===== src/rtl/regfile_wb_ctrl.sv =====
// Write-side controller for the 16x16 register file: registers MEM results onto the RF write port,
// tracks pending writes for R1..R15, bypasses in-flight results to decode and flags RAW hazards.
module regfile_wb_ctrl #(
    parameter int DATA_W = 16,
    parameter int CNT_W  = 16
) (
    input  logic              clk,
    input  logic              rst,
    input  logic              issue_valid,
    input  logic [3:0]        issue_dst,
    output logic              issue_ready,
    input  logic              wb_valid,
    input  logic              wb_kill,
    input  logic [3:0]        wb_dst,
    input  logic [DATA_W-1:0] wb_data,
    output logic              wb_ready,
    input  logic              flush,
    output logic              rf_write_reg,
    output logic [3:0]        rf_dst_reg,
    output logic [DATA_W-1:0] rf_dst_data,
    input  logic              rd_use1,
    input  logic              rd_use2,
    input  logic [3:0]        rd_reg1,
    input  logic [3:0]        rd_reg2,
    output logic [3:0]        rf_src_reg1,
    output logic [3:0]        rf_src_reg2,
    input  logic [DATA_W-1:0] rf_src_data1,
    input  logic [DATA_W-1:0] rf_src_data2,
    output logic [DATA_W-1:0] rd_data1,
    output logic [DATA_W-1:0] rd_data2,
    output logic              rd_hazard,
    output logic [CNT_W-1:0]  stall_cnt
);

    logic [15:0]       pending_q, pending_d;
    logic              rf_write_q, rf_write_d;
    logic [3:0]        rf_dst_q, rf_dst_d;
    logic [DATA_W-1:0] rf_data_q, rf_data_d;
    logic [CNT_W-1:0]  stall_q, stall_d;
    logic              wb_acc, wb_fwd, iss_acc;
    logic              haz1, haz2;

    // A pending destination may still be re-issued when its own writeback retires this cycle.
    assign wb_ready    = ~flush;
    assign wb_acc      = wb_valid & wb_ready;
    assign wb_fwd      = wb_acc & ~wb_kill;
    assign issue_ready = ~flush & ((issue_dst == 4'd0) | ~pending_q[issue_dst] |
                                   (wb_acc & (wb_dst == issue_dst)));
    assign iss_acc     = issue_valid & issue_ready;

    assign rf_src_reg1 = rd_reg1;
    assign rf_src_reg2 = rd_reg2;

    always_comb begin
        pending_d = pending_q;
        if (wb_acc) begin
            pending_d[wb_dst] = 1'b0;
        end
        if (iss_acc && issue_dst != 4'd0) begin
            pending_d[issue_dst] = 1'b1;
        end
        if (flush) begin
            pending_d = '0;
        end
        pending_d[0] = 1'b0;
    end

    always_comb begin
        rf_write_d = wb_fwd & (wb_dst != 4'd0);
        rf_dst_d   = rf_dst_q;
        rf_data_d  = rf_data_q;
        if (rf_write_d) begin
            rf_dst_d  = wb_dst;
            rf_data_d = wb_data;
        end
    end

    // Youngest value wins: live writeback, then the registered write stage, then the RF array.
    always_comb begin
        rd_data1 = rf_src_data1;
        if (rd_reg1 == 4'd0) begin
            rd_data1 = '0;
        end else if (wb_fwd && wb_dst == rd_reg1) begin
            rd_data1 = wb_data;
        end else if (rf_write_q && rf_dst_q == rd_reg1) begin
            rd_data1 = rf_data_q;
        end

        rd_data2 = rf_src_data2;
        if (rd_reg2 == 4'd0) begin
            rd_data2 = '0;
        end else if (wb_fwd && wb_dst == rd_reg2) begin
            rd_data2 = wb_data;
        end else if (rf_write_q && rf_dst_q == rd_reg2) begin
            rd_data2 = rf_data_q;
        end
    end

    assign haz1 = rd_use1 & (rd_reg1 != 4'd0) & pending_q[rd_reg1] & ~(wb_fwd & (wb_dst == rd_reg1));
    assign haz2 = rd_use2 & (rd_reg2 != 4'd0) & pending_q[rd_reg2] & ~(wb_fwd & (wb_dst == rd_reg2));
    assign rd_hazard = haz1 | haz2;

    always_comb begin
        stall_d = stall_q;
        if (rd_hazard && stall_q != {CNT_W{1'b1}}) begin
            stall_d = stall_q + CNT_W'(1);
        end
    end

    always_ff @(posedge clk or negedge rst) begin
        if (!rst) begin
            pending_q  <= '0;
            rf_write_q <= 1'b0;
            rf_dst_q   <= '0;
            rf_data_q  <= '0;
            stall_q    <= '0;
        end else begin
            pending_q  <= pending_d;
            rf_write_q <= rf_write_d;
            rf_dst_q   <= rf_dst_d;
            rf_data_q  <= rf_data_d;
            stall_q    <= stall_d;
        end
    end

    assign rf_write_reg = rf_write_q;
    assign rf_dst_reg   = rf_dst_q;
    assign rf_dst_data  = rf_data_q;
    assign stall_cnt    = stall_q;

endmodule

===== config.mk =====
export PLATFORM = sky130hd
export DESIGN_NAME = regfile_wb_ctrl
export DESIGN_NICKNAME = d
export VERILOG_FILES = /design/src/rtl/regfile_wb_ctrl.sv
export SDC_FILE = /design/constraint.sdc
export NUM_CORES = 1
export LEC_CHECK = 0
export CAP_MARGIN = 0
export CORE_AREA = 2 2 72 143
export CTS_CLUSTER_DIAMETER = 40
export DETAILED_ROUTE_END_ITERATION = 10
export DIE_AREA = 0 0 74 145
export PLACE_DENSITY = 0.89
export SLEW_MARGIN = 5
export SYNTH_ARGS = -nofsm -noshare
export SYNTH_HDL_FRONTEND = slang
export SYNTH_SLANG_ARGS = --single-unit

===== constraint.sdc =====
create_clock -name clk -period 2.3 [get_ports clk]
set_input_delay 0.345 -clock clk [delete_from_list [all_inputs] [get_ports clk]]
set_output_delay 0.345 -clock clk [all_outputs]
set_load 0.005 [all_outputs]

==> Yosys cells after proc, flatten, opt, wreduce, memory -nomap -nowiden <==
Index checks and enable logic that the tools add are counted.
{ "classes": {"n_addsub": 1, "order_cmp": 6, "eq_ne": 6, "n_mux": 19, "n_bitwise": 25, "reduce_logical": 15} }
{ "ops": {"columns": ["op", "n"], "rows": [
  ["16-bit 2-to-1 mux", 9],
  ["4-bit equality test", 5],
  ["4-bit by 5-bit less-than comparator with 1-bit output (second input constant)", 4],
  ["16-bit by 1-bit adder with 16-bit output (second input constant)", 1],
  ["16-bit AND", 1],
  ["16-bit inequality test (second input constant)", 1],
  ["16-bit NOT", 1],
  ["16-bit OR", 1],
  ["4-bit nonzero test", 4],
  ["1-bit AND", 14],
  ["1-bit binary-select mux with 4-bit select", 3],
  ["4-bit zero test", 3],
  ["1-bit demux with 4-bit select", 2],
  ["4-bit by 1-bit >= comparator with 1-bit output (second input constant)", 2],
  ["1-bit logical AND", 8],
  ["1-bit 2-to-1 mux", 5],
  ["1-bit NOT", 5],
  ["1-bit OR", 3]
]} }
{ "totals": {"reg_bits": 52, "in_bits": 72, "out_inout_bits": 80, "word_cells": 77} }

==> Depth between registers and ports, before layout <==
Gate-level depths: netlist of run 1.
{ "logic_depth": {"word_depth": 10, "ltp_mapped": 8, "ltp_nobuf": 7} }

==> Least setup slack after synthesis of run 1 <==
Ideal clock, no wire load.
{ "synth_path": {"path_type": "input -> output", "start": "input port rd_reg2[2]", "end": "output port rd_data2[10]", "arrival_ns": 1.917, "path_slack_ns": 0.038, "path_stages": 6, "path_buffers": 2, "path_cell_list": "buf_2 -> xor2_1 -> nor4_2 -> buf_6 -> mux2i_1 -> o21ai_0"} }
{ "synth_between": {"elab_chain_cells": 5, "word_cells_on_any_way": 8, "cone_classes": "eq/ne (2); mux (3); reduce/logical (3)"} }
{ "synth_lines": {"columns": ["element", "line", "source"], "rows": [
  ["start: declaration", "24", "input logic [3:0] rd_reg2,"],
  ["4-bit equality test", "94", "end else if (rf_write_q && rf_dst_q == rd_reg2) begin"],
  ["1-bit logical AND", "94", null],
  ["16-bit 2-to-1 mux", "94", null],
  ["16-bit 2-to-1 mux", "92", "end else if (wb_fwd && wb_dst == rd_reg2) begin"],
  ["16-bit 2-to-1 mux (*)", "90", "if (rd_reg2 == 4'd0) begin"],
  ["end: declaration", "30", "output logic [DATA_W-1:0] rd_data2,"]
]} }
Mark *: on every way between the ends. The rest lies on a longest branch, timed or not.

==> Final worst setup path of run 1 <==
{ "layout_path": {"start": "register rf_dst_q[3] (netlist: rf_dst_reg[3])", "end": "output port rd_data2[6]"} }
{ "layout_between": {"elab_chain_cells": 5} }
{ "layout_lines": {"columns": ["element", "line", "source"], "rows": [
  ["start: declaration", "37", "logic [3:0] rf_dst_q, rf_dst_d;"],
  ["start signal: assignment", "120", "rf_dst_q <= rf_dst_d;"],
  ["4-bit equality test", "94", null],
  ["1-bit logical AND", "94", null],
  ["16-bit 2-to-1 mux", "94", null],
  ["16-bit 2-to-1 mux", "92", null],
  ["16-bit 2-to-1 mux", "90", null]
]} }
No other way between the ends.

==> results.yml, run 1 <==
outcome:
  violations: "negative setup slack"
  outcome: "complete, but fails checks"
synthesis:
  synth_top_flop_cell: "dfrtp_1"
  synth_compound_area_share_pct: 14.8
  yosys_warnings: 0
  syn-instance-count: 426
  syn_nets: 499
  synth_area_sq_um: 3800
  synth_xor_area_share_pct: 7.84
  yosys.area_share.simple_pct: 21.1
  synthAdderAreaFrac_pct: 0.329
  synth_top_cell_area_share_pct: 34.3
  synth_edf_count: 0
  syn_area_per_cell_sq_um: 8.92
  yosysMostFrequentCell: "nand2_1"
  synth_top_area_cell: "dfrtp_1"
  seq_area_frac_synth_pct: 34.3
  synthMuxAreaShare_pct: 15.5
  synth_async_sr_flop_share_pct: 100
  synth_area_leaders: "dfrtp_1, nand2_1, mux2i_1, o21ai_0, mux4_2"
  synth_top_family_by_area: "simple AND/OR/NAND/NOR gates"
  ys_ff_latch: 52
  synth.distinct_cells: 44
  ys_top_cells_by_count: "nand2_1, dfrtp_1, o21ai_0"
clocking:
  clockBufferDepth: 2
  cts_tree: "done"
  clock_latency_ns: 0.29
  cts_hold_buf: 0
  clock-sinks: 52
  clk_root_buffer_cell: "clkbuf_16"
  numCtsBuffers: 5
  cts_max_level: 2
  clk_pin_slew_ns: 0.08
global_route:
  antenna_found_initial: 0
  gr-total-overflow: 0
  grt_max_degree: 29
  grt_pass1_vias: 4457
  grt.total_usage_pct: 28.2
  grt_pass1_wl_mm: 23.1
timing:
  rsz0062_at_grt: "yes"
  fmax_mhz: 408
  worst_clock_skew_ns: 0.00293
  fin_crit_sh_pct: 107
  finalWorstSetupSlack_ns: -0.152
  holdWs_ns: 0.0700
  slew_headroom_pct: 56.2
  setup_viol: 31
  slew_viol_final: 0
  tightest_slew_ns: 0.657
  fin_crit_ns: 2.45
  hold_viol: 0
worst_setup_path:
  critPathKind: "register to output pin"
  cp.arrival_ns: 2.11
  cp_data_required_time_ns: 1.96
  cp-end-kind: "output pin"
  cp_max_fo: 7
  startpoint_type: "register"
cells_and_area:
  final_area_sq_um: 6240
  antennaDiodeCount: 0
  drive_gt1_share_pct: 28.6
  nets: 709
  areaGrowthSynthToFinish_pct: 64.2
power:
  p_per_area_nw_per_um2: 475
  ir_drop_uv: 626
  p_leak_nw: 2.63
place:
  numPortBuffers: 151
  placed_area_sq_um: 5850
  post-dp-hpwl_mm: 11.4
  routabilityCongestion: 0.983
floorplanning:
  fp-row-count: 51
  initial_utilization_pct: 39.4
  pin_count: 152
  fp.dieH_um: 145
  core_area_sq_um: 9640
  die_width_um: 74
  dieArea_sq_um: 10700
route:
  detail_route.wl_per_cell_um: 19.7
  drt_pass1_iterations: 4
  vias_per_cell: 5.48
  drt.antenna.violating_nets: 0
  drt-total-wl_mm: 15.2
  num_vias: 4213
  drtIter0Drc: 198
  drc: 0
flow_run:
  drv_cap: 0
worst_hold_path:
  hold_path_class: "input port to async pin"
[worst max-delay path, cell delays in order, from the launching register on]
cell and delay [ns]:
dfrtp_2 0.45, xor2_1 0.18, nor4_4 0.35, buf_4 0.18
buf_12 0.14, mux2i_4 0.24, o21ai_1 0.11, buf_2 0.15
[cell type report]
cell class / instances / area, sq um
inverter: 6 / 22.5
clock inverter: 2 / 17.5
fill: 757 / 3400
clock buffer: 6 / 139
timing repair buffer: 236 / 2140
sequential: 52 / 1310
tap: 132 / 165
multi-input combinational: 335 / 2440
[final timing paths]
path	startpoint	depth (start not counted)	slack, ns	to
setup / recovery	rf_dst_reg[3]	7	-0.15	rd_data2[6]
hold / removal	rst	1	0.07	rf_dst_data[5]
setup reg to reg	pending_q[3]	8	0.06	stall_cnt[1]
hold reg to reg	stall_cnt[6]	1	0.50	stall_cnt[6]
max in group asynchronous	rst	2	1.64	pending_q[3]
min in group clk	flush	3	0.49	pending_q[4]
[through the flow]
stage | power, mW | setup TNS, ns | util [%] | instances | setup WS [ns]
floorplan | 1.49 | 0 | - | 426 | 0.0377
global placement | 2.11 | -26.65 | 60.7 | 740 | -0.683
detailed placement | 2.14 | -30.25 | 60.7 | 740 | -0.694
CTS | 2.95 | -3.96 | 63.7 | 765 | -0.208
global route | 3.11 | -4.77 | 64.7 | 769 | -0.227
finish | 2.96 | -1.99 | 64.7 | 769 | -0.152
[report_power, final]
group	internal [mW]	total (mW)	switching [mW]
clock network	0.442	0.797	0.355
logic	0.574	0.985	0.411
registers	1.02	1.18	0.159
total	2.04	2.96	0.925
[per-layer routing]
| metal | up-vias | GRT usage, % | wire (um) |
|---|---|---|---|
| li1 | 1919 | - | - |
| met1 | 2034 | 26.3 | 4740 |
| met2 | 191 | 53.7 | 8560 |
| met3 | 69 | 3.82 | 713 |
| met4 | 0 | 17.1 | 1160 |
| met5 | - | 0 | 0 |
[cell families (layout without fill, tap and decap cells)]
group | Yosys count | after routing
AO/OA/AOI/OAI | 83 | 83
XOR/XNOR | 34 | 34
adder cells (fa/ha/maj) | 1 | 1
buffers and inverters | 39 | 250
flip-flops | 52 | 52
multiplexers | 47 | 47
AND/OR/NAND/NOR | 170 | 170
[layout by cell type, fill, tap and decap left out, types with 13 or more instances in the layout]
master / n
clkdlybuf4s50_1: 100
xnor2_1: 19
nor2_1: 18
buf_4: 57
xor2_1: 13
dfrtp_1: 48
buf_6: 14
nand2_1: 101
buf_2: 38
o21ai_1: 36
mux2i_1: 27
[timing repair]
action | 4_1_cts | 5_1_grt
cloned | 2 | 1
setup endpoints to repair | 50 | 48
buffers inserted | 15 | 3
pin swaps | 40 | 20
gates resized for setup | 221 | 36
Power figures use the tool's default switching activity.
==> run 2: changes to the inputs <==
Settings changed: MAX_ROUTING_LAYER from default to met4.
==> run 2 against run 1 <==
The flow still finishes with violations (negative setup slack). Non-clock buffer count grew 17. First-iteration DRC count shrank 11%. Maximum frequency decreased by 1.8%. Die area stayed put. Flip-flop and latch count stayed put.
==> results.yml, run 2 (synthesis gave the netlist of run 1 again) <==
clocking:
  clock-sinks: 52
  cts_tree: "done"
  clock_latency_ns: 0.29
  clk_pin_slew_ns: 0.07
  numCtsBuffers: 5
  clockBufferDepth: 2
  clk_root_buffer_cell: "clkbuf_16"
  cts_hold_buf: 0
  cts_max_level: 2
outcome:
  violations: "negative setup slack"
  outcome: "complete, but fails checks"
place:
  pre_cts_ws_ns: -0.689
  routabilityCongestion: 0.994
  post-dp-hpwl_mm: 11.5
  placed_area_sq_um: 5880
  numPortBuffers: 151
route:
  drt-total-wl_mm: 15.7
  drtIter0Drc: 177
  vias_per_cell: 5.51
  num_vias: 4333
  drt_pass1_iterations: 4
  drt.antenna.violating_nets: 0
  drc: 0
  detail_route.wl_per_cell_um: 20.0
cells_and_area:
  final_area_sq_um: 6500
  drive_gt1_share_pct: 31.7
  utilization_pct: 67.4
  nets: 726
  antennaDiodeCount: 0
  mostFrequentLayoutCells: "clkdlybuf4s50_1, nand2_1, buf_4, dfrtp_1, buf_2"
  mostFrequentLayoutCell: "clkdlybuf4s50_1"
  areaGrowthSynthToFinish_pct: 71.1
  fillers: 760
power:
  clock_power_share_pct: 27.6
  sw_frac_of_total_pct: 30.1
  p_leak_nw: 2.75
  power_mw: 3.07
  p_per_area_nw_per_um2: 472
  p_sw_mw: 0.922
  ir_drop_uv: 585
  p_comb_share_pct: 34.1
  intPower_mw: 2.15
  seqPwrFrac_pct: 38.3
floorplanning:
  core_area_sq_um: 9640
  initial_utilization_pct: 39.4
  pin_count: 152
  fp-row-count: 51
  fp.dieH_um: 145
  die_width_um: 74
  dieArea_sq_um: 10700
timing:
  fmax_mhz: 400
  slew_viol_final: 0
  fin_crit_sh_pct: 109
  rsz0062_at_grt: "yes"
  finalWorstSetupSlack_ns: -0.197
  setup_viol: 27
  worst_clock_skew_ns: 0.00251
  slew_headroom_pct: 51.3
  fin_crit_ns: 2.50
  tightest_slew_ns: 0.725
  hold_viol: 0
  setup_tns_ns: -1.83
worst_setup_path:
  cp.arrival_ns: 2.15
  path_delay_family: "buffers and inverters"
  r2r-start: "pending_q[9]"
  cp_data_required_time_ns: 1.96
  cp_max_fo: 8
  critPathKind: "register to output pin"
  startpoint: "rf_dst_reg[3]"
  max_stage_delay_ns: 0.45
  critPathBufInv: 4
  crit_chain: "xor2_2 > nor4_4 > buf_4 > buf_12 > buf_6 > mux2i_2 > o21ai_1 > buf_2"
  crit_slowest_cell: "dfrtp_2"
  startpoint_type: "register"
  cp-end-kind: "output pin"
global_route:
  grt_max_degree: 53
  gr-total-overflow: 0
  grt.total_usage_pct: 29.8
  grt_pass1_wl_mm: 23.6
  grt_pass1_vias: 4660
  antenna_found_initial: 0
flow_run:
  drv_cap: 0
worst_hold_path:
  hold_path_class: "input port to async pin"
-- run 2: final timing paths --
path | cells after the start | endpoint | slack (ns)
worst max-delay path | 8 | rd_data1[3] | -0.20
worst min-delay path | 2 | rf_dst_data[2] | 0.04
worst max register to register | 9 | stall_cnt[8] | 0.09
worst min register to register | 1 | stall_cnt[15] | 0.50
max in group asynchronous | 2 | rf_dst_reg[1] | 2.00
min in group clk | 3 | rf_dst_reg[1] | 0.49
-- run 2: area by class of cell --
cell class,count,area [sq um],area share (%)
inverters,6,22.5,0.347
clock inverters,2,35.0,0.539
repair buffers,253,2330,35.9
flip-flops and latches,52,1310,20.1
clock buffers,6,129,1.98
well taps,132,165,2.54
multi-input cells,335,2510,38.6
-- run 2: metrics by stage --
| stage | hold slack (ns) | instances |
|---|---|---|
| floorplan | 0.0494 | 426 |
| finish | 0.0387 | 786 |
| global route | 0.0545 | 786 |
| detailed placement | 0.365 | 744 |
| CTS | 0.0464 | 779 |
| global placement | 0.355 | 744 |
-- run 2: what timing repair did --
action                                 CTS  global route
endpoints found under the hold margin    0             0
gates resized for setup                246            34
cloned                                   3             0
pin swaps                               37            30
setup endpoints to repair               54            50
buffers inserted                        25             9
-- run 2: worst register-to-register path, delay by kind of cell (launching register included) --
kind            cells  cell delay, ns
simple gates        2            0.24
mux                 1            0.45
flops               1            0.45
xor+xnor            1            0.17
buf+inv             3            0.48
compound gates      2            0.35
-- run 2: routing by layer --
layer / wire length, um / track usage (%) / vias up
met3: 687 / 3.89 / 64
met4: 943 / 18.2 / 0
met2: 9230 / 56.7 / 175
met1: 4820 / 25.1 / 2134
met5: 0 / - / -
li1: - / - / 1960
-- run 2: power by group through the flow --
stage	Combinational, mW	Clock (mW)	Sequential, mW
floorplan	0.334	0	1.16
global route	1.12	0.890	1.20
global placement	0.959	0	1.16
CTS	1.01	0.862	1.16
finish	1.05	0.845	1.18
detailed placement	0.988	0	1.17
==> run 3: changes to the inputs <==
Settings changed: RECOVER_POWER from default to 25.
==> run 3 against run 2 <==
The run still ends with negative setup slack left. Critical path depth unchanged. Flip-flop and latch count did not move. Critical endpoint unchanged. Global-route usage unchanged. Count of clock-buffer cells in the layout unchanged. Clock skew is 0.00080 ns higher. Die area unchanged.
==> results.yml, run 3 (synthesis gave the netlist of run 1 again) <==
cells_and_area:
  mostFrequentLayoutCells: "clkdlybuf4s50_1, nand2_1, buf_4, dfrtp_1, buf_2"
  fillers: 761
  antennaDiodeCount: 0
  nets: 726
  utilization_pct: 67.3
  areaGrowthSynthToFinish_pct: 70.7
  multi_input_area_sq_um: 2510
  regArea_sq_um: 1310
  layout.cells.non_filler: 786
  mostFrequentLayoutCell: "clkdlybuf4s50_1"
  drive_gt1_share_pct: 31.7
clocking:
  clock-sinks: 52
  clockBufferDepth: 2
  cts_tree: "done"
  cts_max_level: 2
  cts_hold_buf: 0
  clk_root_buffer_cell: "clkbuf_16"
  numCtsBuffers: 5
  clock_latency_ns: 0.29
  clk_pin_slew_ns: 0.07
floorplanning:
  fp-row-count: 51
  fp.dieH_um: 145
  initial_utilization_pct: 39.4
  core_area_sq_um: 9640
  dieArea_sq_um: 10700
  pin_count: 152
  die_width_um: 74
worst_setup_path:
  cp.arrival_ns: 2.15
  startpoint_type: "register"
  cp-end-kind: "output pin"
  crit_chain: "xor2_2 > nor4_4 > buf_4 > buf_12 > buf_6 > mux2i_2 > o21ai_1 > buf_2"
  cp_data_required_time_ns: 1.96
  crit_slowest_cell: "dfrtp_2"
  startpoint: "rf_dst_reg[3]"
  r2r_end: "stall_cnt[8]"
  r2r-start: "pending_q[9]"
  rr_worst_depth: 9
  critPathKind: "register to output pin"
  r2r_setup_slack_ns: 0.09
  cp_max_fo: 8
  max_stage_delay_ns: 0.45
power:
  sw_frac_of_total_pct: 30.1
  p_leak_nw: 2.75
  p_per_area_nw_per_um2: 473
  seqPwrFrac_pct: 38.3
  ir_drop_uv: 587
  power_mw: 3.06
  clock_power_share_pct: 27.6
  p_sw_mw: 0.922
  intPower_mw: 2.14
  p_comb_share_pct: 34.0
outcome:
  outcome: "complete, but fails checks"
  violations: "negative setup slack"
global_route:
  grt_pass1_wl_mm: 23.6
  gr-total-overflow: 0
  grt.total_usage_pct: 29.8
  grt_pass1_vias: 4660
  antenna_found_initial: 0
  grt_max_degree: 53
timing:
  fin_crit_sh_pct: 109
  tightest_slew_ns: 1.34
  fin_crit_ns: 2.50
  worst_clock_skew_ns: 0.00331
  slew_headroom_pct: 10.4
  finalWorstSetupSlack_ns: -0.197
  fmax_mhz: 401
  setup_viol: 27
  hold_viol: 0
  rsz0062_at_grt: "yes"
  setup_tns_ns: -1.78
  slew_viol_final: 0
route:
  drc: 0
  detail_route.wl_per_cell_um: 19.9
  met2WireLength_mm: 9.27
  vias_per_cell: 5.53
  wl_met3_um: 684
  num_vias: 4350
  wl_met1_mm: 4.75
  routed.top_layer: "met4"
  drt.antenna.violating_nets: 0
  drtIter0Drc: 185
  drt-total-wl_mm: 15.6
  drt_pass1_iterations: 4
place:
  place_inst: 744
  pre_cts_ws_ns: -0.689
  numPortBuffers: 151
  post-dp-hpwl_mm: 11.5
  routabilityCongestion: 0.994
worst_hold_path:
  hold_path_class: "input port to async pin"
flow_run:
  drv_cap: 0
[run 3: layer usage]
| metal | track usage, % | vias up |
|---|---|---|
| met2 | 56.7 | 190 |
| met3 | 3.89 | 62 |
| met4 | 18.2 | 0 |
| met5 | - | - |
| met1 | 25.1 | 2137 |
| li1 | - | 1961 |
[run 3: power groups by stage]
| stage | Sequential (mW) | Combinational [mW] | Clock, mW |
|---|---|---|---|
| 2_1_floorplan | 1.16 | 0.334 | 0 |
| 3_3_place_gp | 1.16 | 0.959 | 0 |
| 3_5_place_dp | 1.17 | 0.988 | 0 |
| 4_1_cts | 1.16 | 1.01 | 0.862 |
| 5_1_grt | 1.20 | 1.12 | 0.890 |
| 6_report | 1.17 | 1.04 | 0.847 |
[run 3: critical path, delay by kind of cell, from the launching register on]
family	cells	cell delay (ns)
compound gates	1	0.10
mux	1	0.22
buf+inv	4	0.55
simple gates	1	0.36
xor+xnor	1	0.17
flops	1	0.45
[run 3: final cells by class]
cell class / instances / share of cell area (%)
multi-input cells: 335 / 38.7
repair buffers: 253 / 35.8
flip-flops and latches: 52 / 20.1
well taps: 132 / 2.55
clock buffers: 6 / 1.99
clock inverters: 2 / 0.540
inverters: 6 / 0.347
[run 3: metrics by stage]
step	hold WS [ns]	area, sq um
after floorplan	0.0494	3800
after global placement	0.355	5880
after detailed placement	0.365	5880
after CTS	0.0464	6350
after global routing	0.481	6480
final	0.437	6480
[run 3: timing repair]
| item | in CTS | in global routing |
|---|---|---|
| buffers inserted | 25 | 9 |
| resized for setup | 246 | 34 |
| cloned | 3 | 0 |
| setup endpoints to repair | 54 | 50 |
| pin swaps | 37 | 30 |
[run 3: worst max-delay path by stage]
stage	end	slack, ns
6_report	rd_data1[3]	-0.20
5_1_grt	rd_data1[3]	-0.24
4_1_cts	rd_data1[9]	-0.32
3_5_place_dp	rd_data1[3]	-0.69
3_3_place_gp	issue_ready	-0.66
2_1_floorplan	rd_data2[10]	0.04
